## src/rtl/dpram_pkg.sv

```systemverilog
// Shared constants and owner type for the dual-port RAM arbiter.
// Also holds the saturating burst-counter helper used by the arbiter core.
`timescale 1ns/1ps
package dpram_pkg;

  localparam int DATA_W    = 8;
  localparam int ADDR_W    = 5;
  localparam int RAM_DEPTH = 32;
  localparam int BURST_W   = 4;   // holds BURST_MAX up to 15

  typedef enum logic {
    OWN_A = 1'b0,
    OWN_B = 1'b1
  } owner_e;

  function automatic logic [BURST_W-1:0] sat_inc(
    input logic [BURST_W-1:0] value,
    input logic [BURST_W-1:0] limit
  );
    return (value < limit) ? value + 1'b1 : value;
  endfunction

endpackage

```

## src/rtl/rr2_burst_arb.sv

```systemverilog
// Two-way round-robin arbiter that lets the current owner keep up to
// BURST_MAX consecutive grants while the other client is also requesting.
`timescale 1ns/1ps
module rr2_burst_arb
  import dpram_pkg::*;
#(
  parameter int BURST_MAX = 4
) (
  input  logic       clk,
  input  logic       rst_n,
  input  logic [1:0] req,
  output logic [1:0] gnt
);

  localparam logic [BURST_W-1:0] BURST_LIM = BURST_W'(BURST_MAX);

  owner_e             owner_reg, owner_next;
  logic [BURST_W-1:0] cnt_reg, cnt_next;
  logic               started_reg;
  logic               hold_ok;
  logic [1:0]         gnt_raw;

  // Until the first grant after reset there is no burst to continue, so a
  // tie goes to the client that is not last_owner (A, since reset owner is B).
  always_comb begin
    gnt_raw = 2'b00;
    hold_ok = started_reg && (cnt_reg < BURST_LIM);
    case (req)
      2'b01:   gnt_raw = 2'b01;
      2'b10:   gnt_raw = 2'b10;
      2'b11:   gnt_raw = ((owner_reg == OWN_A) == hold_ok) ? 2'b01 : 2'b10;
      default: gnt_raw = 2'b00;
    endcase
  end

  assign gnt = rst_n ? gnt_raw : 2'b00;

  always_comb begin
    owner_next = owner_reg;
    cnt_next   = cnt_reg;
    if (gnt_raw == 2'b00) begin
      cnt_next = '0;
    end else if ((gnt_raw[0] && owner_reg == OWN_A) ||
                 (gnt_raw[1] && owner_reg == OWN_B)) begin
      cnt_next = sat_inc(cnt_reg, BURST_LIM);
    end else begin
      owner_next = gnt_raw[0] ? OWN_A : OWN_B;
      cnt_next   = BURST_W'(1);
    end
  end

  always_ff @(posedge clk or negedge rst_n) begin
    if (!rst_n) begin
      owner_reg   <= OWN_B;
      cnt_reg     <= '0;
      started_reg <= 1'b0;
    end else begin
      owner_reg <= owner_next;
      cnt_reg   <= cnt_next;
      if (gnt_raw != 2'b00) begin
        started_reg <= 1'b1;
      end
    end
  end

endmodule

```

## src/rtl/dpram_arbiter.sv

```systemverilog
// Shares one 32x8 dual-port RAM between clients A and B: one access per cycle,
// drives the RAM bus from the winner and registers read data back to it.
`timescale 1ns/1ps
module dpram_arbiter
  import dpram_pkg::*;
#(
  parameter int DATA_W    = dpram_pkg::DATA_W,
  parameter int ADDR_W    = dpram_pkg::ADDR_W,
  parameter int BURST_MAX = 4
) (
  input  logic              clk,
  input  logic              rst_n,
  input  logic              req_a,
  input  logic              we_a,
  input  logic [ADDR_W-1:0] addr_a,
  input  logic [DATA_W-1:0] wdata_a,
  output logic              gnt_a,
  output logic              rvalid_a,
  output logic [DATA_W-1:0] rdata_a,
  input  logic              req_b,
  input  logic              we_b,
  input  logic [ADDR_W-1:0] addr_b,
  input  logic [DATA_W-1:0] wdata_b,
  output logic              gnt_b,
  output logic              rvalid_b,
  output logic [DATA_W-1:0] rdata_b,
  output logic [ADDR_W-1:0] mem_addr,
  output logic [DATA_W-1:0] mem_wdata,
  output logic              mem_wr_en,
  output logic              mem_en_a,
  output logic              mem_en_b,
  input  logic [DATA_W-1:0] mem_rdata_a,
  input  logic [DATA_W-1:0] mem_rdata_b
);

  logic [1:0]        req_vec;
  logic [1:0]        we_vec;
  logic [1:0]        gnt_vec;
  logic [DATA_W-1:0] mem_rdata_vec [2];

  assign req_vec          = {req_b, req_a};
  assign we_vec           = {we_b, we_a};
  assign mem_rdata_vec[0] = mem_rdata_a;
  assign mem_rdata_vec[1] = mem_rdata_b;

  rr2_burst_arb #(
    .BURST_MAX (BURST_MAX)
  ) u_arb (
    .clk   (clk),
    .rst_n (rst_n),
    .req   (req_vec),
    .gnt   (gnt_vec)
  );

  assign gnt_a    = gnt_vec[0];
  assign gnt_b    = gnt_vec[1];
  assign mem_en_a = gnt_vec[0];
  assign mem_en_b = gnt_vec[1];

  // Idle bus is driven to zero so the RAM never sees stale address/data.
  always_comb begin
    mem_addr  = '0;
    mem_wdata = '0;
    mem_wr_en = 1'b0;
    if (gnt_vec[0]) begin
      mem_addr  = addr_a;
      mem_wdata = wdata_a;
      mem_wr_en = we_a;
    end else if (gnt_vec[1]) begin
      mem_addr  = addr_b;
      mem_wdata = wdata_b;
      mem_wr_en = we_b;
    end
  end

  generate
    for (genvar gi = 0; gi < 2; gi++) begin : g_rd
      logic              rvalid_reg;
      logic [DATA_W-1:0] rdata_reg;
      logic              rd_hit;

      assign rd_hit = gnt_vec[gi] && !we_vec[gi];

      always_ff @(posedge clk or negedge rst_n) begin
        if (!rst_n) begin
          rvalid_reg <= 1'b0;
          rdata_reg  <= '0;
        end else begin
          rvalid_reg <= rd_hit;
          if (rd_hit) begin
            rdata_reg <= mem_rdata_vec[gi];
          end
        end
      end
    end
  endgenerate

  assign rvalid_a = g_rd[0].rvalid_reg;
  assign rdata_a  = g_rd[0].rdata_reg;
  assign rvalid_b = g_rd[1].rvalid_reg;
  assign rdata_b  = g_rd[1].rdata_reg;

endmodule

```

## config.mk

```make
export PLATFORM = sky130hd
export DESIGN_NAME = dpram_arbiter
export DESIGN_NICKNAME = d
export VERILOG_FILES = /design/src/rtl/dpram_pkg.sv /design/src/rtl/rr2_burst_arb.sv /design/src/rtl/dpram_arbiter.sv
export SDC_FILE = /design/constraint.sdc
export NUM_CORES = 1
export LEC_CHECK = 0
export BUFFER_PORTS_ARGS = -buffer_cell sky130_fd_sc_hd__buf_2
export CAP_MARGIN = 15
export CORE_ASPECT_RATIO = 0.9
export CORE_MARGIN = 1
export CORE_UTILIZATION = 38
export DETAILED_ROUTE_END_ITERATION = 8
export GPL_ROUTABILITY_DRIVEN = 0
export PLACE_DENSITY = 0.75
export SKIP_LAST_GASP = 1
export SYNTH_ARGS = -nofsm -noshare
export SYNTH_HDL_FRONTEND = slang
export SYNTH_SLANG_ARGS = --single-unit
```

## constraint.sdc

```tcl
create_clock -name clk -period 2 [get_ports clk]
set_input_delay 0.1 -clock clk [delete_from_list [all_inputs] [get_ports clk]]
set_output_delay 0.1 -clock clk [all_outputs]
set_load 0.005 [all_outputs]
```

* Word level (Yosys, flattened, before mapping) *
Index checks and enable logic that the tools add are counted.

operators by class
  add/sub/neg operators = 1
  magnitude comparators = 1
  eq/ne operators = 5
  multiplexer cells = 13
  bitwise operators = 3
  reductions and logical operators = 11

operators with widths
  kind                                                                   count
  8-bit two-way mux                                                      2
  4-bit two-way mux                                                      3
  5-bit two-way mux                                                      2
  2-bit case mux with 3 select lines                                     1
  1-bit logical AND                                                      5
  4-bit by 1-bit adder with 4-bit output, second input constant          1
  2-bit equality test, second input constant                             2
  4-bit by 3-bit < comparator with 1-bit output, second input constant   1
  2-bit two-way mux                                                      2
  1-bit two-way mux                                                      3
  3-bit by 2-bit != test with 1-bit output, second input constant        1
  1-bit NOT                                                              3
  2-bit by 1-bit equality test with 1-bit output, second input constant  1
  1-bit zero test                                                        2
  2-bit zero test                                                        1
  2-bit AND reduction                                                    1
  2-bit nonzero test                                                     1
  1-bit equality test                                                    1
  1-bit logical OR                                                       1

word-level totals
  bits in registers = 24
  input bits = 48
  output and inout port bits = 36

* Logic depth before layout (Yosys ltp) *
Gate-level depths: netlist (run 1).

  depth in word-level cells = 9
  mapped depth = 6
  gate-level depth less buffers = 4

* Modules after synthesis *
A second synthesis (run 1) with hierarchy kept.

unflattened totals
  cells, all modules = 95
  area total of the unflattened synthesis = 1,186.1 sq um

by module, submodules not included
  module         times used  cells each  area an instance (sq um)  sequential area each (sq um)
  dpram_arbiter  1           62          872.1                     450.4
  rr2_burst_arb  1           33          314.1                     151.4

* Worst setup path before layout (run 1) *
No wires, ideal clock.

  path kind = reg-to-output
  from = register u_arb.owner_reg
  to = output mem_en_a
  data arrival time = 1.805 ns
  required time = 1.900 ns
  path slack = 0.095 ns
  cell stages (with the launch flop) = 7
  path buffers = 3
  path through = dfstp_2 clkbuf_1 nand2_1 mux2i_1 clkbuf_1 nor2_1 buf_4

between the ends
  word-level cells in the longest chain between the ends = 5

ends and longest elaborated chain
  item                                RTL line             text
  start: declaration                  rr2_burst_arb.sv:17  owner_e owner_reg, owner_next;
  start signal: assignment            rr2_burst_arb.sv:58  owner_reg <= owner_next;
  1-bit NOT                           rr2_burst_arb.sv:31  2'b11: gnt_raw = ((owner_reg == OWN_A) == hold_ok) ? 2'b01 : 2'b10;
  1-bit equality test                 rr2_burst_arb.sv:31
  2-bit two-way mux                   rr2_burst_arb.sv:31
  2-bit case mux with 3 select lines  rr2_burst_arb.sv:28  case (req)
  2-bit two-way mux                   rr2_burst_arb.sv:36  assign gnt = rst_n ? gnt_raw : 2'b00;
  end: declaration                    dpram_arbiter.sv:30  output logic mem_en_a,

Every way passes these cells.

* Worst setup path after layout (run 1) *
  from = register u_arb.cnt_reg[3]
  to = output mem_wr_en

between the ends
  word-level cells in the longest chain between the ends = 8

ends and longest elaborated chain
  item                                             RTL line             text
  start: declaration                               rr2_burst_arb.sv:18  logic [BURST_W-1:0] cnt_reg, cnt_next;
  start signal: assignment                         rr2_burst_arb.sv:59  cnt_reg <= cnt_next;
  4-bit by 3-bit < comparator with 1-bit output *  rr2_burst_arb.sv:27  hold_ok = started_reg && (cnt_reg < BURST_LIM);
  1-bit logical AND *                              rr2_burst_arb.sv:27
  1-bit equality test *                            rr2_burst_arb.sv:31
  2-bit two-way mux *                              rr2_burst_arb.sv:31
  2-bit case mux with 3 select lines *             rr2_burst_arb.sv:28
  2-bit two-way mux *                              rr2_burst_arb.sv:36
  1-bit two-way mux                                dpram_arbiter.sv:69  end else if (gnt_vec[1]) begin
  1-bit two-way mux *                              dpram_arbiter.sv:65  if (gnt_vec[0]) begin
  end: declaration                                 dpram_arbiter.sv:29  output logic mem_wr_en,

Mark *: on every way between the ends. The rest lies on a longest branch, timed or not.

==> results.toml, run 1 <==
[clocking]
cts_tree = "built"
worst_skew_pair.late_latency_ps = 270
cts_made_buffers = 3
clock_path_buffers = 2
cts_max_level = 1
clockRootBuffer = "clkbuf_8"
clk_pin_slew_ps = 90
cts.sinks = 24

[worst_hold_path]
hold_path.startpoint = "mem_rdata_a[0]"
min_path_type = "input port to register"
holdPathStages = 2
min_to = "rdata_a[0]$_DFFE_PN0P_"

[yosys]
syn_avg_cell_area_um2 = 9.76
synthDistinctLibCells = 28
synthFlopType = "dfrtp_1"
synth_seq_cells = 24
yosysTopAreaCell = "dfrtp_1"
syn_area_mm2 = 0.00135
synth_nets = 187
synth_edf_count = 0
synthTopCellsByArea = "dfrtp_1 43%, mux2_2 13%, nand2_1 9.2%"
synthCells = 138
synth-async-reset-ratio_pct = 100
synth_top_area_share_pct = 42.8
synth_warnings = 0
ys_seq_area_share_pct = 44.7

[power]
finalPower_mw = 1.64
power.density_mw_per_mm2 = 830
p_leak_nw = 1.01
peakVddDrop_mv = 0.767

[sta]
min_period_over_period_pct = 97.9
setup_viol = 0
setup_tns_ps = 0
fmax_mhz = 511
skew_ps = 4.58
worstMarginPinSlew_ps = 301
layout_min_cycle_time_ps = 1960
max_slew_margin_pct = 80.0
grt_setup_unrepaired = "true"
finalHoldViolCount = 0
maxSlewViolCount = 0

[setup_path]
r2r_end = "rdata_a[5]$_DFFE_PN0P_"
path_delay_family = "simple AND/OR/NAND/NOR gates"
setup.worst_path.class = "register to output port"
regToRegStartpoint = "u_arb.owner_reg$_DFFE_PN1P_"
critPathArrivalTime_ps = 1860
cp-start-kind = "register"
regToRegSetupSlack_ps = 60
cp_max_fo = 15
required_ps = 1900
cp.buffers_inverters = 2
critPathSlowestCell = "dfrtp_1"
crit_chain = "nor3b_4, mux2i_2, buf_6, o22ai_1, and2_1, buf_2"
cp-end-kind = "output port"
reg2reg_depth = 7
cpPeakStageDelay_ps = 430

[status]
status = "complete, no violations"

[place]
port_buffers = 83
dp_hpwl_mm = 2.49

[global_route]
grt_pass1_wl_mm = 5.53
grt_use_total_pct = 18.9
grt_max_degree = 23
antenna_found_initial = 0
grt_overflow = 0
grt_pass1_vias = 1232

[floorplanning]
io_pins = 84
fp.coreArea_mm2 = 0.00338
die-width_um = 64.7
rows = 20
initial_core_util_pct = 39.9
die_y_um = 58.5
die_area_mm2 = 0.00379

[layout]
fin_nets = 276
area_growth_pct = 46.6
drive_gt1_share_pct = 53.1
antenna_cells = 0
post-route-util_pct = 58.4

[routing]
final_antenna_net_count = 0
routed_wl_mm = 3.32
via_count = 1325
dr.pass1.iters = 4
drcViolationCount = 0
via_per_inst = 4.91
wl_per_cell_um = 12.3
first_iter_violations = 17

[run]
maxCapViolations = 0
## placed cells by master, fill, tap and decap left out, types with 3 or more instances in the layout
master and instances:
and2_1 16, nand2b_1 3, o22ai_1 14, dfrtp_1 23, nand2_1 33, clkbuf_8 3
mux2_2 16, buf_4 6, nor2_1 3, buf_2 83
## power by group
part	internal, mW	leakage [nW]	switching, mW	total, mW
registers	0.604	0.288	0.0679	0.672
logic	0.314	0.689	0.229	0.543
clock network	0.268	0.0357	0.155	0.423
total	1.19	1.01	0.452	1.64
## routing by layer
layer | share of wire [%] | GRT usage [%]
met1 | 45 | 23.1
met2 | 47 | 32.7
met3 | 7.7 | 5.04
met4 | 0.81 | 5.40
met5 | 0 | 0
## cells by family after synthesis
logic type | after synthesis | share of synthesized area, %
compound gates | 20 | 10.0
xor+xnor | 1 | 0.651
fa+ha+maj | 1 | 0.929
buf+inv | 10 | 3.44
flops | 24 | 44.7
mux | 18 | 14.9
simple gates | 64 | 25.4
## stage by stage
stage / hold slack (ps) / setup WS, ps / cells / cell area, µm²
global route: 49.0 / -65.5 / 270 / 1970
detailed placement: 6.31 / 148 / 261 / 1830
CTS: 56.7 / 18.8 / 268 / 1940
finish: 58.8 / 42.8 / 270 / 1970
global placement: 8.29 / 203 / 261 / 1830
floorplan: -196 / 95.2 / 138 / 1350
## synth_stat cells (2+ instances only)
library cell	number
a22o_1	2
and2_1	16
buf_4	2
clkbuf_1	6
dfrtp_1	23
mux2_2	16
mux2i_1	2
nand2_1	33
nand2b_1	3
nor2_1	3
nor3_4	2
o22ai_1	14
## final cells by class
cell class / instances / area [µm²]
clock inverter: 1 / 30.0
multi-input combinational: 104 / 712
sequential: 24 / 602
timing repair buffer: 94 / 533
clock buffer: 3 / 41.3
tap: 44 / 55.1
fill: 311 / 1410
## worst max-delay path by stage
stage / from / end / slack, ps / depth (start not counted)
6_report: u_arb.cnt_reg[3]$_DFFE_PN0P_ / mem_wr_en / 40 / 6
5_1_grt: u_arb.cnt_reg[3]$_DFFE_PN0P_ / mem_wr_en / -70 / 6
4_1_cts: u_arb.cnt_reg[2]$_DFFE_PN0P_ / mem_wr_en / 20 / 6
3_3_place_gp: u_arb.cnt_reg[2]$_DFFE_PN0P_ / mem_wr_en / 200 / 6
2_1_floorplan: u_arb.owner_reg$_DFFE_PN1P_ / mem_en_a / 100 / 6
3_5_place_dp: u_arb.cnt_reg[2]$_DFFE_PN0P_ / mem_wr_en / 150 / 6
## timing repair
item / in CTS / in global routing
setup endpoints to repair: 16 / 21
pin swaps: 0 / 2
gates resized for setup: 3 / 2
hold endpoints to repair: 4 / 0
setup buffers: 2 / 2
hold buffers: 1 / 0
Note: power is estimated with default switching activity, not from simulation.
==> run 2: changes to the inputs <==
ABC_AREA = 1   (was not set)
CORE_UTILIZATION = 37   (was 38)
==> results.toml, run 2 <==
[clocking]
cts_tree = "built"
cts.sinks = 24
clock_path_buffers = 2
clockRootBuffer = "clkbuf_8"
cts_max_level = 1
worst_skew_pair.late_latency_ps = 260
clk_pin_slew_ps = 80
cts_made_buffers = 3

[power]
p_seq_share_pct = 49.4
peakVddDrop_mv = 0.523
finalPower_mw = 1.25
switching_share_pct = 29.5
p_leak_nw = 1.08
p_sw_mw = 0.368
power.density_mw_per_mm2 = 704
p_int_mw = 0.880
p_comb_share_pct = 28.0
clockPowerShare_pct = 22.6

[routing]
final_antenna_net_count = 0
dr.pass1.iters = 4
wl_per_cell_um = 10.6
routed_wl_mm = 3.05
first_iter_violations = 44
drcViolationCount = 0
via_per_inst = 4.41
via_count = 1269

[layout]
fill_cells = 309
antenna_cells = 0
register_area_um2 = 602
area_growth_pct = 39.9
final_common_cell = "buf_2"
fin_nets = 296
drive_gt1_share_pct = 42.3
final_cell_mix = "83 x buf_2, 80 x nand2_1, 23 x dfrtp_1, 16 x o21ai_0, 8 x nand3_1"
multiInputGateArea_um2 = 579

[global_route]
grt_pass1_vias = 1123
grt_overflow = 0
grt_max_degree = 17
grt_pass1_wl_mm = 5.04
antenna_found_initial = 0
grt_use_total_pct = 17.5

[yosys]
yosysTopAreaCell = "dfrtp_1"
synth_commonest_cells = "80 x nand2_1, 23 x dfrtp_1, 16 x o21ai_0"
synth_edf_count = 0
syn_area_mm2 = 0.00127
yosysMostFrequentCell = "nand2_1"
syn_avg_cell_area_um2 = 7.91
synth_seq_cells = 24
ys_seq_area_share_pct = 47.5
synth_nets = 209
synthCells = 160
synthFlopType = "dfrtp_1"
synthDistinctLibCells = 22
synth-async-reset-ratio_pct = 100
synth_warnings = 0
synth_top_area_share_pct = 45.5
synthTopCellsByArea = "dfrtp_1 45%, nand2_1 24%, o21ai_0 6.3%"

[sta]
finalHoldViolCount = 0
setup_tns_ps = 0
fmax_mhz = 547
setup_viol = 0
maxSlewViolCount = 0
grt_setup_unrepaired = "false"
hold_ws_ps = 30.3
worstMarginPinSlew_ps = 308
min_period_over_period_pct = 91.4
skew_ps = 6.40
max_slew_margin_pct = 79.5
layout_min_cycle_time_ps = 1830

[floorplanning]
io_pins = 84
initial_core_util_pct = 40.0
rows = 19
die_area_mm2 = 0.00366
fp.coreArea_mm2 = 0.00316
die-width_um = 63.7
die_y_um = 57.5

[status]
status = "complete, no violations"

[setup_path]
cp-end-kind = "output port"
cp-start-kind = "register"
setup.worst_path.class = "register to output port"
required_ps = 1900
cp_max_fo = 16
critPathArrivalTime_ps = 1730

[run]
maxCapViolations = 0

[place]
port_buffers = 83
dp_hpwl_mm = 2.38

[worst_hold_path]
min_path_type = "input port to register"
[run 2: cell types whose count changed after synthesis, sizes merged, moves of 6 or more]
cell	before	now
o21ai	0	16
nand3	0	9
mux2	16	0
and2	16	0
clkbuf	6	0
nand2	33	86
inv	0	8
o22ai	14	0
[run 2: kinds of logic after synthesis]
group / share of synthesized area (%)
fa+ha+maj: 0.988
flops: 47.5
buf+inv: 6.72
compound gates: 8.40
simple gates: 36.4
[run 2: final timing paths]
| kind | startpoint | end | slack, ps | depth (start not counted) |
|---|---|---|---|---|
| min in group asynchronous | rst_n | rvalid_b$_DFF_PN0_ | 250 | 2 |
| max in group asynchronous | rst_n | u_arb.owner_reg$_DFFE_PN1P_ | 1160 | 3 |
| max reg2reg | u_arb.owner_reg$_DFFE_PN1P_ | rdata_b[7]$_DFFE_PN0P_ | 390 | 9 |
| min | mem_rdata_a[5] | rdata_a[5]$_DFFE_PN0P_ | 30 | 3 |
| max | u_arb.owner_reg$_DFFE_PN1P_ | mem_addr[0] | 170 | 9 |
| min reg2reg | rdata_b[7]$_DFFE_PN0P_ | rdata_b[7]$_DFFE_PN0P_ | 490 | 2 |
[run 2: repair_timing]
| action | 4_1_cts | 5_1_grt |
|---|---|---|
| gates resized for setup | 0 | 1 |
| buffers inserted | 0 | 3 |
| hold buffers | 1 | 0 |
| endpoints found under the setup margin | 0 | 7 |
| endpoints found under the hold margin | 8 | 0 |
[run 2: metrics by stage]
| stage | setup WS [ps] | instance area [µm²] | std cells | util [%] |
|---|---|---|---|---|
| detailed placement | 401 | 1690 | 280 | 53.5 |
| finish | 173 | 1770 | 288 | 56.0 |
| CTS | 108 | 1750 | 285 | 55.2 |
| global placement | 409 | 1690 | 280 | 53.5 |
| global route | 22.7 | 1770 | 288 | 56.0 |
| floorplan | 569 | 1270 | 160 | - |
[run 2: worst max-delay path, cell delays in order (launching register included)]
cell and delay, ps:
dfstp_2 550, inv_1 60, nand3_1 100, nand2_1 80, a21boi_2 190, nand2_4 120
inv_8 130, nand2_1 60, nand2_1 60, buf_2 110
[run 2: area by class of cell]
| cell class | instances | area share [%] |
|---|---|---|
| clock buffers | 4 | 2.54 |
| multi-input cells | 122 | 32.7 |
| flip-flops and latches | 24 | 34.0 |
| well taps | 42 | 2.97 |
| repair buffers | 88 | 25.7 |
| inverters | 8 | 2.12 |
[run 2: metal layers]
layer | global-route usage, % | routed length, µm | vias to the layer above
met2 | 28.9 | 1430 | 37
met3 | 4.40 | 146 | 2
met5 | 0 | 0 | -
met1 | 23.6 | 1470 | 552
li1 | - | - | 678
met4 | 2.92 | 12 | 0
[run 2: power by group through the flow]
stage	clock [mW]	combinational [mW]	sequential, mW
final	0.282	0.350	0.616
after global routing	0.315	0.401	0.628
after CTS	0.295	0.349	0.616
after detailed placement	0	0.349	0.623
after global placement	0	0.339	0.627
after floorplan	0	0.165	0.629
==> run 3: changes to the inputs <==
RECOVER_POWER = 50   (was not set)
==> results.toml, run 3 (synthesis results as in run 2) <==
[sta]
setup_slack_ps = 170
min_period_over_period_pct = 91.5
hold_ws_ps = 30.4
max_slew_margin_pct = 43.3
maxSlewViolCount = 0
setup_viol = 0
worstMarginPinSlew_ps = 850
finalHoldViolCount = 0
layout_min_cycle_time_ps = 1830
grt_setup_unrepaired = "false"
setup_tns_ps = 0
fmax_mhz = 546
skew_ps = 6.39

[power]
p_leak_nw = 1.04
p_comb_share_pct = 27.5
p_seq_share_pct = 49.7
p_sw_mw = 0.369
clockPowerShare_pct = 22.7
switching_share_pct = 29.7
peakVddDrop_mv = 0.519
power.density_mw_per_mm2 = 706
p_int_mw = 0.872

[status]
status = "complete, no violations"

[routing]
first_iter_violations = 44
wl_per_cell_um = 10.6
drcViolationCount = 0
dr.pass1.iters = 4
routed_wl_mm = 3.05
via_count = 1270
final_antenna_net_count = 0
via_per_inst = 4.41

[worst_hold_path]
holdPathStages = 3
min_path_type = "input port to register"
min_to = "rdata_a[5]$_DFFE_PN0P_"
hold_path.startpoint = "mem_rdata_a[5]"

[place]
port_buffers = 83
placedCellCount = 280
dp_hpwl_mm = 2.38
place_ws_ps = 401
dpl_cell_area_mm2 = 0.00169

[layout]
antenna_cells = 0
fin_nets = 296
fin_area_mm2 = 0.00176
area_growth_pct = 38.8
fin_cells = 288
final_cell_mix = "80 x nand2_1, 75 x buf_2, 23 x dfrtp_1, 16 x o21ai_0, 10 x clkbuf_1"
final_common_cell = "nand2_1"
drive_gt1_share_pct = 38.6

[global_route]
grt_overflow = 0
grt_pass1_wl_mm = 5.04
grt_pass1_vias = 1123
antenna_found_initial = 0
grt_max_degree = 17
grt_use_total_pct = 17.5

[setup_path]
cp_max_fo = 16
cp-start-kind = "register"
critPathArrivalTime_ps = 1730
regToRegSetupSlack_ps = 390
required_ps = 1900
cp-end-kind = "output port"
setup.worst_path.class = "register to output port"
r2r_end = "rdata_b[7]$_DFFE_PN0P_"
reg2reg_depth = 9
regToRegStartpoint = "u_arb.owner_reg$_DFFE_PN1P_"

[floorplanning]
die_y_um = 57.5
initial_core_util_pct = 40.0
io_pins = 84
die_area_mm2 = 0.00366
rows = 19
fp.coreArea_mm2 = 0.00316
die-width_um = 63.7

[clocking]
cts_max_level = 1
cts.sinks = 24
clk_pin_slew_ps = 80
cts_tree = "built"
clockRootBuffer = "clkbuf_8"
cts_made_buffers = 3
clock_path_buffers = 2
worst_skew_pair.late_latency_ps = 260

[run]
maxCapViolations = 0
[run 3: cell types whose count changed in the layout (fill, tap and decap cells not counted), sizes merged]
| cell | previous run | this run |
|---|---|---|
| buf | 87 | 78 |
| clkbuf | 4 | 13 |
[run 3: area by class of cell]
class                      instances  area (µm²)
fill                             317        1400
sequential                        24         602
multi-input combinational        122         579
clock buffer                       4        45.0
tap                               42        52.6
timing repair buffer              88         442
inverter                           8        37.5
[run 3: critical path, cell delays in order (launching register included)]
cell      delay (ps)
dfstp_2          550
inv_1             70
nand3_1          100
nand2_1           80
a21boi_2         190
nand2_4          120
inv_8            130
nand2_1           60
nand2_1           60
buf_2            110
[run 3: how the worst max path moves through the flow]
stage	from	to	cells after the start
6_report	u_arb.owner_reg$_DFFE_PN1P_	mem_addr[0]	9
5_1_grt	u_arb.cnt_reg[2]$_DFFE_PN0P_	mem_wdata[6]	8
4_1_cts	u_arb.owner_reg$_DFFE_PN1P_	mem_addr[0]	9
3_5_place_dp	u_arb.owner_reg$_DFFE_PN1P_	mem_addr[0]	9
3_3_place_gp	u_arb.owner_reg$_DFFE_PN1P_	mem_wr_en	9
2_1_floorplan	u_arb.owner_reg$_DFFE_PN1P_	mem_wdata[2]	9
[run 3: per-layer routing]
| layer | global-route usage, % | part of all wire [%] | up-vias |
|---|---|---|---|
| met4 | 2.92 | 0.39 | 0 |
| met1 | 23.6 | 48 | 553 |
| li1 | - | - | 678 |
| met3 | 4.40 | 4.8 | 2 |
| met5 | 0 | 0 | - |
| met2 | 28.9 | 47 | 37 |
[run 3: what timing repair did]
action | CTS | global route
setup buffers | 0 | 3
hold buffers | 1 | 0
setup endpoints to repair | 0 | 7
endpoints found under the hold margin | 8 | 0
resized for setup | 0 | 1
[run 3: metrics by stage]
| step | total power, mW | util, % |
|---|---|---|
| 2_1_floorplan | 0.794 | - |
| 3_3_place_gp | 0.966 | 53.5 |
| 3_5_place_dp | 0.972 | 53.5 |
| 4_1_cts | 1.26 | 55.2 |
| 5_1_grt | 1.34 | 55.6 |
| 6_report | 1.24 | 55.6 |
[run 3: power by group through the flow]
stage / clock network (mW) / logic, mW / registers, mW
finish: 0.282 / 0.342 / 0.617
global route: 0.315 / 0.392 / 0.629
CTS: 0.295 / 0.349 / 0.616
detailed placement: 0 / 0.349 / 0.623
global placement: 0 / 0.339 / 0.627
floorplan: 0 / 0.165 / 0.629
